<file path="config.mk">
export PLATFORM = sky130hd
export DESIGN_NAME = blit_cmd_port
export DESIGN_NICKNAME = d
export VERILOG_FILES = /design/src/rtl/blit_pkg.sv /design/src/rtl/blit_cmd_port.sv
export SDC_FILE = /design/constraint.sdc
export NUM_CORES = 1
export LEC_CHECK = 0
export ABC_CLOCK_PERIOD_IN_PS = 7530
export CAP_MARGIN = 25
export CORE_ASPECT_RATIO = 1.1
export CORE_UTILIZATION = 55
export DETAILED_ROUTE_END_ITERATION = 12
export PLACE_DENSITY = 0.87
export SLEW_MARGIN = 20
export SYNTH_ARGS = -nofsm -noshare
export SYNTH_HDL_FRONTEND = slang
export SYNTH_SLANG_ARGS = --single-unit
</file>
<file path="constraint.sdc">
create_clock -name clock -period 7.53 [get_ports clock]
set_input_delay 1.8825 -clock clock [delete_from_list [all_inputs] [get_ports clock]]
set_output_delay 1.8825 -clock clock [all_outputs]
set_load 0.05 [all_outputs]
</file>
<file path="src/rtl/blit_pkg.sv">
// Shared blitter definitions: register window offsets, port FSM states, slot helper.
// Latency: n/a (declarations only).
// Backpressure: n/a.
package blit_pkg;

  localparam logic [3:0] ADDR_CMD_W0 = 4'd0;
  localparam logic [3:0] ADDR_CMD_W1 = 4'd1;
  localparam logic [3:0] ADDR_CMD_W2 = 4'd2;
  localparam logic [3:0] ADDR_STATUS = 4'd3;
  localparam logic [3:0] ADDR_SLOTS  = 4'd4;
  localparam logic [3:0] ADDR_COUNT  = 4'd5;

  typedef enum logic {
    ST_IDLE    = 1'b0,
    ST_PENDING = 1'b1
  } blit_state_t;

  // Decrement that stops at zero instead of wrapping to 255.
  function automatic logic [7:0] sat_dec(input logic [7:0] v);
    return (v == 8'd0) ? 8'd0 : v - 8'd1;
  endfunction

endpackage

</file>
<file path="src/rtl/blit_cmd_port.sv">
// CPU register window that assembles 96-bit blitter commands and pushes them to the command FIFO.
// Latency: a CMD_W2 write in cycle N pushes in cycle N+1 when the FIFO has room; reads return the cycle after the strobe.
// Backpressure: command-word writes stall while a command is pending (STALL_ON_FULL=1) or the command is dropped and flagged (STALL_ON_FULL=0).
module blit_cmd_port
  import blit_pkg::*;
#(
  parameter int STALL_ON_FULL = 1,
  parameter int MIN_SLOTS     = 1
) (
  input  logic        clock,
  input  logic        reset,
  input  logic        hwreg_write,
  input  logic        hwreg_read,
  input  logic [3:0]  hwreg_addr,
  input  logic [31:0] hwreg_wdata,
  output logic [31:0] hwreg_rdata,
  output logic        hwreg_stall,
  output logic [95:0] blit_cmd,
  output logic        blit_cmd_valid,
  input  logic [7:0]  blit_fifo_slots_free,
  input  logic [31:0] blit_status
);

  localparam logic [7:0] MIN_SLOTS_V = 8'(MIN_SLOTS);
  localparam bit         DROP_MODE   = (STALL_ON_FULL == 0);

  blit_state_t state;
  logic [31:0] w0_q;
  logic [31:0] w1_q;
  logic [95:0] pend_q;
  logic [31:0] count_q;
  logic        drop_q;
  logic        post_issue_q;

  logic [7:0]  eff_slots;
  logic        is_pending;
  logic        room;
  logic        issue;
  logic        drop;
  logic        wr_ok;
  logic        rd_status;

  // Status bits 2 and 0 are replaced by port-local flags in the STATUS view.
  logic unused_status;
  assign unused_status = blit_status[2] ^ blit_status[0];

  // Issue/drop decisions and write acceptance; valid comes straight from registered state so W2 at N pushes at N+1.
  always_comb begin
    eff_slots      = post_issue_q ? sat_dec(blit_fifo_slots_free) : blit_fifo_slots_free;
    is_pending     = (state == ST_PENDING);
    room           = (eff_slots >= MIN_SLOTS_V);
    issue          = is_pending && room && !reset;
    drop           = DROP_MODE && is_pending && !room && !reset;
    hwreg_stall    = hwreg_write && is_pending && (hwreg_addr <= ADDR_CMD_W2) && !drop && !reset;
    wr_ok          = hwreg_write && !hwreg_stall && !reset;
    rd_status      = hwreg_read && (hwreg_addr == ADDR_STATUS);
    blit_cmd_valid = issue;
    blit_cmd       = pend_q;
  end

  // Command FSM: a CMD_W2 write latches the command; issue or drop returns to idle.
  always_ff @(posedge clock) begin
    if (reset) begin
      state  <= ST_IDLE;
      pend_q <= '0;
    end else if (wr_ok && hwreg_addr == ADDR_CMD_W2) begin
      pend_q <= {hwreg_wdata, w1_q, w0_q};
      state  <= ST_PENDING;
    end else if (issue || drop) begin
      state  <= ST_IDLE;
    end
  end

  // Low command words persist across commits so repeats only need a W2 write.
  always_ff @(posedge clock) begin
    if (reset) begin
      w0_q <= '0;
      w1_q <= '0;
    end else if (wr_ok && hwreg_addr == ADDR_CMD_W0) begin
      w0_q <= hwreg_wdata;
    end else if (wr_ok && hwreg_addr == ADDR_CMD_W1) begin
      w1_q <= hwreg_wdata;
    end
  end

  // Issue counter, sticky drop flag and the post-issue marker for FIFO count latency.
  always_ff @(posedge clock) begin
    if (reset) begin
      count_q      <= '0;
      drop_q       <= 1'b0;
      post_issue_q <= 1'b0;
    end else begin
      post_issue_q <= issue;
      if (wr_ok && hwreg_addr == ADDR_COUNT) begin
        count_q <= issue ? 32'd1 : 32'd0;
      end else if (issue) begin
        count_q <= count_q + 32'd1;
      end
      // A drop in the same cycle as a STATUS read keeps the flag set.
      if (drop) begin
        drop_q <= 1'b1;
      end else if (rd_status) begin
        drop_q <= 1'b0;
      end
    end
  end

  // Registered read data; holds its value between reads.
  always_ff @(posedge clock) begin
    if (reset) begin
      hwreg_rdata <= '0;
    end else if (hwreg_read) begin
      case (hwreg_addr)
        ADDR_CMD_W0: hwreg_rdata <= w0_q;
        ADDR_CMD_W1: hwreg_rdata <= w1_q;
        ADDR_CMD_W2: hwreg_rdata <= pend_q[95:64];
        ADDR_STATUS: hwreg_rdata <= {blit_status[31:3], drop_q, blit_status[1], is_pending};
        ADDR_SLOTS:  hwreg_rdata <= {24'b0, eff_slots};
        ADDR_COUNT:  hwreg_rdata <= count_q;
        default:     hwreg_rdata <= '0;
      endcase
    end
  end

endmodule

</file>
# Word-level counts from Yosys, hierarchy flattened
# Cells that the tools add are included.
dict set report word_totals {
  elab_cells 43
  output_inout_bits 130
  inputBits 80
  register_bits 226
}
dict set report op_classes {
  bitwise_logic 1
  reduce_logical 18
  n_lt_le_gt_ge 2
  n_eq_ne 5
  muxes 8
  add_sub_neg 2
}
# cell count
set ops {}
lappend ops {{$pmux 32 s6} 1}
lappend ops {{$mux 32} 2}
lappend ops {{$add 32x1->32 const B} 1}
lappend ops {{$mux 8} 2}
lappend ops {{$logic_and 1x1->1} 11}
lappend ops {{$eq 4x2->1 const B} 2}
lappend ops {{$eq 4x3->1 const B} 2}
lappend ops {{$ge 8x1->1 const B} 1}
lappend ops {{$logic_not 8->1} 1}
lappend ops {{$sub 8x1->8 const B} 1}
lappend ops {{$eq 4x1->1 const B} 1}
lappend ops {{$le 4x2->1 const B} 1}
lappend ops {{$logic_not 4->1} 1}
lappend ops {{$reduce_bool 2->1} 2}
lappend ops {{$mux 1} 3}
lappend ops {{$logic_not 1->1} 2}
lappend ops {{$reduce_and 2->1} 1}
lappend ops {{$not 1->1} 1}

# Depth between registers and ports, before layout
# Gate-level depths: netlist of the first run.
dict set report depth {
  ltp_word 9
  mapped_depth 10
}

# Least setup slack after synthesis of the first run
# No wires, ideal clock.
dict set report synth_timing {
  kind {in2out}
  startpoint {input port blit_fifo_slots_free[2]}
  endpoint {output port blit_cmd_valid}
  stages 8
  required_time_ns 5.648
  path_slack_ns 1.736
  t_arrival_ns 3.911
  path_cell_list {buf_6 > or4_4 > nor3_1 > mux2_2 > o31ai_2 > buf_6 > buf_2 > inv_1}
}
dict set report synth_via {
  elab_chain_cells 6
  elab_cells_between_ends 7
}
# element line_no
set synth_rtl {}
lappend synth_rtl {{start: declaration} blit_cmd_port.sv:20} ;# input logic [7:0] blit_fifo_slots_free,
lappend synth_rtl {{$sub 8x1->8 or $logic_not 8->1 (tied branches)} blit_pkg.sv:20} ;# return (v == 8'd0) ? 8'd0 : v - 8'd1;
lappend synth_rtl {{$mux 8} blit_pkg.sv:20}
lappend synth_rtl {{$mux 8 (*)} blit_cmd_port.sv:49} ;# eff_slots = post_issue_q ? sat_dec(blit_fifo_slots_free) : blit_fifo_slots_free;
lappend synth_rtl {{$ge 8x1->1 (*)} blit_cmd_port.sv:51} ;# room = (eff_slots >= MIN_SLOTS_V);
lappend synth_rtl {{$logic_and 1x1->1 (*) (2 in a row)} blit_cmd_port.sv:52} ;# issue = is_pending && room && !reset;
lappend synth_rtl {{end: declaration} blit_cmd_port.sv:19} ;# output logic blit_cmd_valid,
# Mark *: on every way between the ends. The rest lies on a longest branch, timed or not.

# Worst setup path after layout of the first run
# Same ends and word-level chain as after synthesis.

==> results of run 1 <==
==> power by group <==
group	switching [W]	leakage, nW	internal [W]
clock network	0.000470	0.360	0.000627
registers	0.00000399	1.82	0.00120
logic	0.0000969	1.90	0.0000684
==> flip-flops by register name (all words and copies together) (netlist names) <==
name	flops
blit_cmd	96
count_q	32
hwreg_rdata	32
is_pending	1
post_issue_q	1
w0_q	32
w1_q	32
==> Yosys cell counts, types with 13 or more instances <==
master / count
mux2i_1: 14
nor2_1: 60
a222oi_1: 25
mux2_2: 19
or3_1: 22
clkbuf_1: 81
inv_1: 13
a22o_1: 18
nand2_1: 354
dfxtp_1: 226
o21ai_0: 29
a21oi_1: 213
==> per-layer routing <==
metal | share of wire | track usage
met2 | 0.49 | 0.555
met4 | 0.027 | 0.124
met1 | 0.40 | 0.406
met3 | 0.089 | 0.0649
met5 | 0 | 0
==> kinds of logic after synthesis <==
logic type / synth area share
AOI/OAI and AO/OA: 0.210
xor gates and xnor gates: 0.00637
adders and majority gates: 0.00390
buffers and inverters: 0.0451
DFF: 0.470
muxes: 0.0415
and+or+nand+nor: 0.223
==> final cells by class <==
type	count	area (sq um)
Clock inverter	8	45.0
Inverter	14	52.6
Clock buffer	32	679
Multi-Input combinational cell	881	4700
Timing Repair Buffer	227	2250
Tap cell	234	293
Fill cell	1283	4530
Sequential cell	226	4520
==> worst min-delay path, delay by kind of cell (launching register included) <==
kind               cells  cell delay [ns]
AOI/OAI and AO/OA      1             0.05
DFF                    1             0.31
and+or+nand+nor        1             0.05
==> metrics by stage <==
stage / util / total power, W
6_report: 0.735 / 0.00247
5_1_grt: 0.735 / 0.00253
4_1_cts: 0.732 / 0.00247
3_5_place_dp: 0.690 / 0.00139
3_3_place_gp: 0.688 / 0.00139
2_1_floorplan: - / 0.00131
==> final timing paths <==
check	cells past startpoint	startpoint	to	slack (ns)
worst max register to register	6	count_q[11]	count_q[31]	4.98
worst max-delay path	7	blit_fifo_slots_free[2]	blit_cmd_valid	0.96
worst min-delay path	2	blit_cmd[59]	blit_cmd[59]	0.45
worst min register to register	2	blit_cmd[59]	blit_cmd[59]	0.45
==> impl_metrics.py, run 1 <==
metrics = {
    "floorplanning": {
        "fp.dieH_um": 141,
        "start_util": 0.563,
        "fp.dieArea_sq_um": 18000,
        "num_rows": 50,
        "fp.coreArea_sq_um": 17100,
        "die-width_um": 128,
        "io_pins": 210,
    },
    "grt": {
        "grt_usage": 0.326,
        "gr-total-overflow": 0,
        "first_global_vias": 9142,
        "grt_pass1_wl_mm": 46.9,
        "grt_max_degree": 112,
        "antenna_found_initial": 0,
    },
    "hold_path": {
        "min_path_type": "register to register",
    },
    "setup_path": {
        "cp_slowest_cell": "clkdlybuf4s50_1",
        "required_ns": 5.65,
        "end_kind": "output pin",
        "critPathBufInv": 3,
        "critPathLaunchType": "primary input",
        "path_common_cell": "clkdlybuf4s50_1",
        "worst_ep_arrival_time_ns": 4.69,
        "crit_chain": "clkdlybuf4s50_1 -> or4_4 -> o31a_1 -> o32ai_4 -> o31ai_2 -> inv_1 -> clkdlybuf4s50_1",
        "path_class": "primary input to output pin",
        "path_max_fanout": 8,
        "crit_family": "buffers and inverters",
        "critPathMaxStageDelay_ns": 0.80,
    },
    "route": {
        "drc": 0,
        "vias": 9635,
        "viasPerCell": 5.94,
        "post_drt_wl_per_cell_um": 18.5,
        "first_iter_violations": 1047,
        "routed_wl_mm": 30.1,
        "antenna_left": 0,
        "drtPass1Iterations": 9,
    },
    "clock_tree": {
        "cts_setup_buffers": 0,
        "numCtsBuffers": 23,
        "clk_pin_slew_ns": 0.06,
        "clock_latency_ns": 0.50,
        "root_buffer": "clkbuf_16",
        "cts_tree": "built",
        "cts_max_level": 1,
        "cts_sinks": 226,
        "post_cts_resized": 0,
        "ctsHoldBuffers": 0,
        "clockBufferDepth": 3,
    },
    "timing": {
        "finalCriticalPeriod_ns": 6.57,
        "timing.final.ws_setup_ns": 0.956,
        "rsz0062_at_grt": "no",
        "whs_ns": 0.453,
        "fmax_mhz": 152,
        "finalSetupTns_ns": 0,
        "fin_crit_sh": 0.873,
        "timing_worst_slew_pin_value_ns": 0.960,
        "finalMaxSlewViolations": 0,
        "finalSetupViolCount": 0,
        "skew_ns": 0.00733,
        "hold_viol_final": 0,
        "slew_headroom": 0.356,
    },
    "synth": {
        "synth_top_area_cell": "dfxtp_1",
        "synth_top_area_share": 0.470,
        "synth_cell_types": 57,
        "syn_area_sq_um": 9620,
        "synth_area_leaders": "dfxtp_1 (47%), nand2_1 (14%), a21oi_1 (11%)",
        "yosysWarnings": 0,
        "synth_edf_count": 0,
        "avgSynthCellArea_sq_um": 7.91,
        "synth_seq_cells": 226,
        "ys.flop_type": "dfxtp_1",
        "async_flop_share": 0,
        "syn-num-nets": 1300,
        "synth_cells": 1217,
        "ys_seq_area_frac": 0.470,
    },
    "finish": {
        "fin_nets": 1456,
        "drive_gt1_frac": 0.0699,
        "final_common_cell": "nand2_1",
        "insertedDiodeCount": 0,
        "fin_cells": 1622,
        "design_area_sq_um": 12500,
        "area.growth.synth_to_final_pct": 30.4,
        "final_cell_mix": "nand2_1 (354), dfxtp_1 (226), a21oi_1 (213)",
    },
    "pwr": {
        "ir_worst_vdd_mv": 0.181,
        "cellPowerDensity_nw_per_um2": 197,
        "p_leak_nw": 4.08,
    },
    "job": {
        "drv_cap": 0,
    },
    "run_status": {
        "outcome": "complete, no violations",
    },
    "placement": {
        "portBuffers": 207,
        "dp.cells": 1580,
        "place_congestion": 0.865,
        "pre_cts_slack_ns": 0.958,
        "placed_cell_area_sq_um": 11800,
        "dp_hpwl_mm": 19.2,
    },
}
No activity file was read; power rests on OpenSTA's default activity.
==> inputs of run 2 (changes only) <==
--- a/config.mk
+++ b/config.mk
@@ -7,7 +7,6 @@
 export LEC_CHECK = 0
 export ABC_CLOCK_PERIOD_IN_PS = 7530
 export CAP_MARGIN = 25
-export CORE_ASPECT_RATIO = 1.1
 export CORE_UTILIZATION = 55
 export DETAILED_ROUTE_END_ITERATION = 12
 export PLACE_DENSITY = 0.87
==> impl_metrics.py, run 2 (same netlist as run 1, synthesis figures left out) <==
metrics = {
    "run_status": {
        "outcome": "complete, no violations",
    },
    "timing": {
        "finalCriticalPeriod_ns": 6.27,
        "rsz0062_at_grt": "no",
        "finalMaxSlewViolations": 0,
        "finalSetupViolCount": 0,
        "fmax_mhz": 159,
        "finalSetupTns_ns": 0,
        "timing_worst_slew_pin_value_ns": 1.05,
        "fin_crit_sh": 0.833,
        "timing.final.ws_setup_ns": 1.26,
        "slew_headroom": 0.302,
        "hold_viol_final": 0,
        "skew_ns": 0.00476,
        "whs_ns": 0.451,
    },
    "finish": {
        "final_common_cell": "nand2_1",
        "fin_cells": 1609,
        "area.growth.synth_to_final_pct": 30.3,
        "insertedDiodeCount": 0,
        "drive_gt1_frac": 0.0684,
        "largest_reg_flops": 96,
        "final_cell_mix": "nand2_1 (354), dfxtp_1 (226), a21oi_1 (213)",
        "fin_nets": 1456,
        "n_fill_cell": 1252,
    },
    "route": {
        "routed_wl_mm": 30.4,
        "first_iter_violations": 996,
        "post_drt_wl_per_cell_um": 18.9,
        "vias": 9864,
        "drc": 0,
        "antenna_left": 0,
        "viasPerCell": 6.13,
        "drtPass1Iterations": 7,
    },
    "pwr": {
        "p_leak_nw": 4.08,
        "ir_worst_vdd_mv": 0.205,
        "p_total_w": 0.00249,
        "cellPowerDensity_nw_per_um2": 199,
    },
    "setup_path": {
        "path_class": "primary input to output pin",
        "end_kind": "output pin",
        "required_ns": 5.65,
        "critPathLaunchType": "primary input",
        "path_max_fanout": 21,
        "worst_ep_arrival_time_ns": 4.39,
        "ff2ff_setup_slack_ns": 4.96,
    },
    "clock_tree": {
        "post_cts_resized": 0,
        "clockBufferDepth": 3,
        "root_buffer": "clkbuf_16",
        "clock_latency_ns": 0.51,
        "cts_sinks": 226,
        "clk_pin_slew_ns": 0.06,
        "cts_tree": "built",
        "numCtsBuffers": 23,
        "cts_max_level": 1,
        "ctsHoldBuffers": 0,
        "cts_setup_buffers": 0,
    },
    "grt": {
        "grt_pass1_wl_mm": 47.0,
        "first_global_vias": 9015,
        "grt_max_degree": 114,
        "gr-total-overflow": 0,
        "grt_usage": 0.330,
        "antenna_found_initial": 0,
    },
    "floorplanning": {
        "fp.coreArea_sq_um": 16800,
        "start_util": 0.572,
        "fp.dieH_um": 134,
        "num_rows": 47,
        "die-width_um": 134,
        "io_pins": 210,
        "fp.dieArea_sq_um": 18000,
    },
    "placement": {
        "place_congestion": 0.907,
        "pre_cts_slack_ns": 1.27,
        "dp.cells": 1566,
        "portBuffers": 207,
        "dp_hpwl_mm": 20.1,
    },
    "hold_path": {
        "min_path_type": "register to register",
    },
    "job": {
        "drv_cap": 0,
    },
}
==> run 2: cell count changes in the layout (fill, tap and decap cells not counted), moves of 2 or more <==
| cell | before | now |
|---|---|---|
| bufinv_16 | 0 | 2 |
| buf_4 | 15 | 18 |
| clkbuf_1 | 2 | 6 |
| buf_8 | 3 | 1 |
| clkbuf_8 | 7 | 2 |
==> run 2: power breakdown <==
group / total, W / switching (W) / internal [W]
logic: 0.000166 / 0.0000979 / 0.0000685
clock network: 0.00112 / 0.000466 / 0.000653
registers: 0.00120 / 0.00000412 / 0.00120
total: 0.00249 / 0.000568 / 0.00192
==> run 2: critical path: stages <==
cell	delay (ns)
clkdlybuf4s50_1	0.56
or4_4	0.61
nor3_1	0.21
mux2_2	0.43
o31ai_2	0.19
buf_4	0.26
inv_1	0.06
buf_4	0.19
==> run 2: layer usage <==
metal / global-route usage / up-vias / wire, um
met2: 0.544 / 606 / 14400
li1: - / 4530 / -
met3: 0.0574 / 141 / 2870
met4: 0.216 / 0 / 2220
met1: 0.397 / 4587 / 11000
met5: 0 / - / 0
==> run 2: layout make-up <==
cell class                 instances  area [sq um]  share of cell area
multi-input combinational        881          4700               0.375
inverter                          14          52.6             0.00419
tap                              220           275              0.0220
timing repair buffer             227          2260               0.180
clock inverter                    10           109             0.00868
sequential                       226          4520               0.361
clock buffer                      31           626              0.0499
==> run 2: path summary, 6_finish.rpt <==
path | start | endpoint | cells after the start
worst min register to register | blit_cmd[5] | blit_cmd[5] | 2
worst min-delay path | blit_cmd[5] | blit_cmd[5] | 2
worst max-delay path | blit_fifo_slots_free[2] | blit_cmd_valid | 8
worst max register to register | is_pending | blit_cmd[51] | 6
==> run 2: metrics by stage <==
step           utilization  instance area (sq um)
2_1_floorplan            -                   9620
3_3_place_gp         0.698                  11700
3_5_place_dp         0.699                  11800
4_1_cts              0.743                  12500
5_1_grt              0.746                  12500
6_report             0.746                  12500
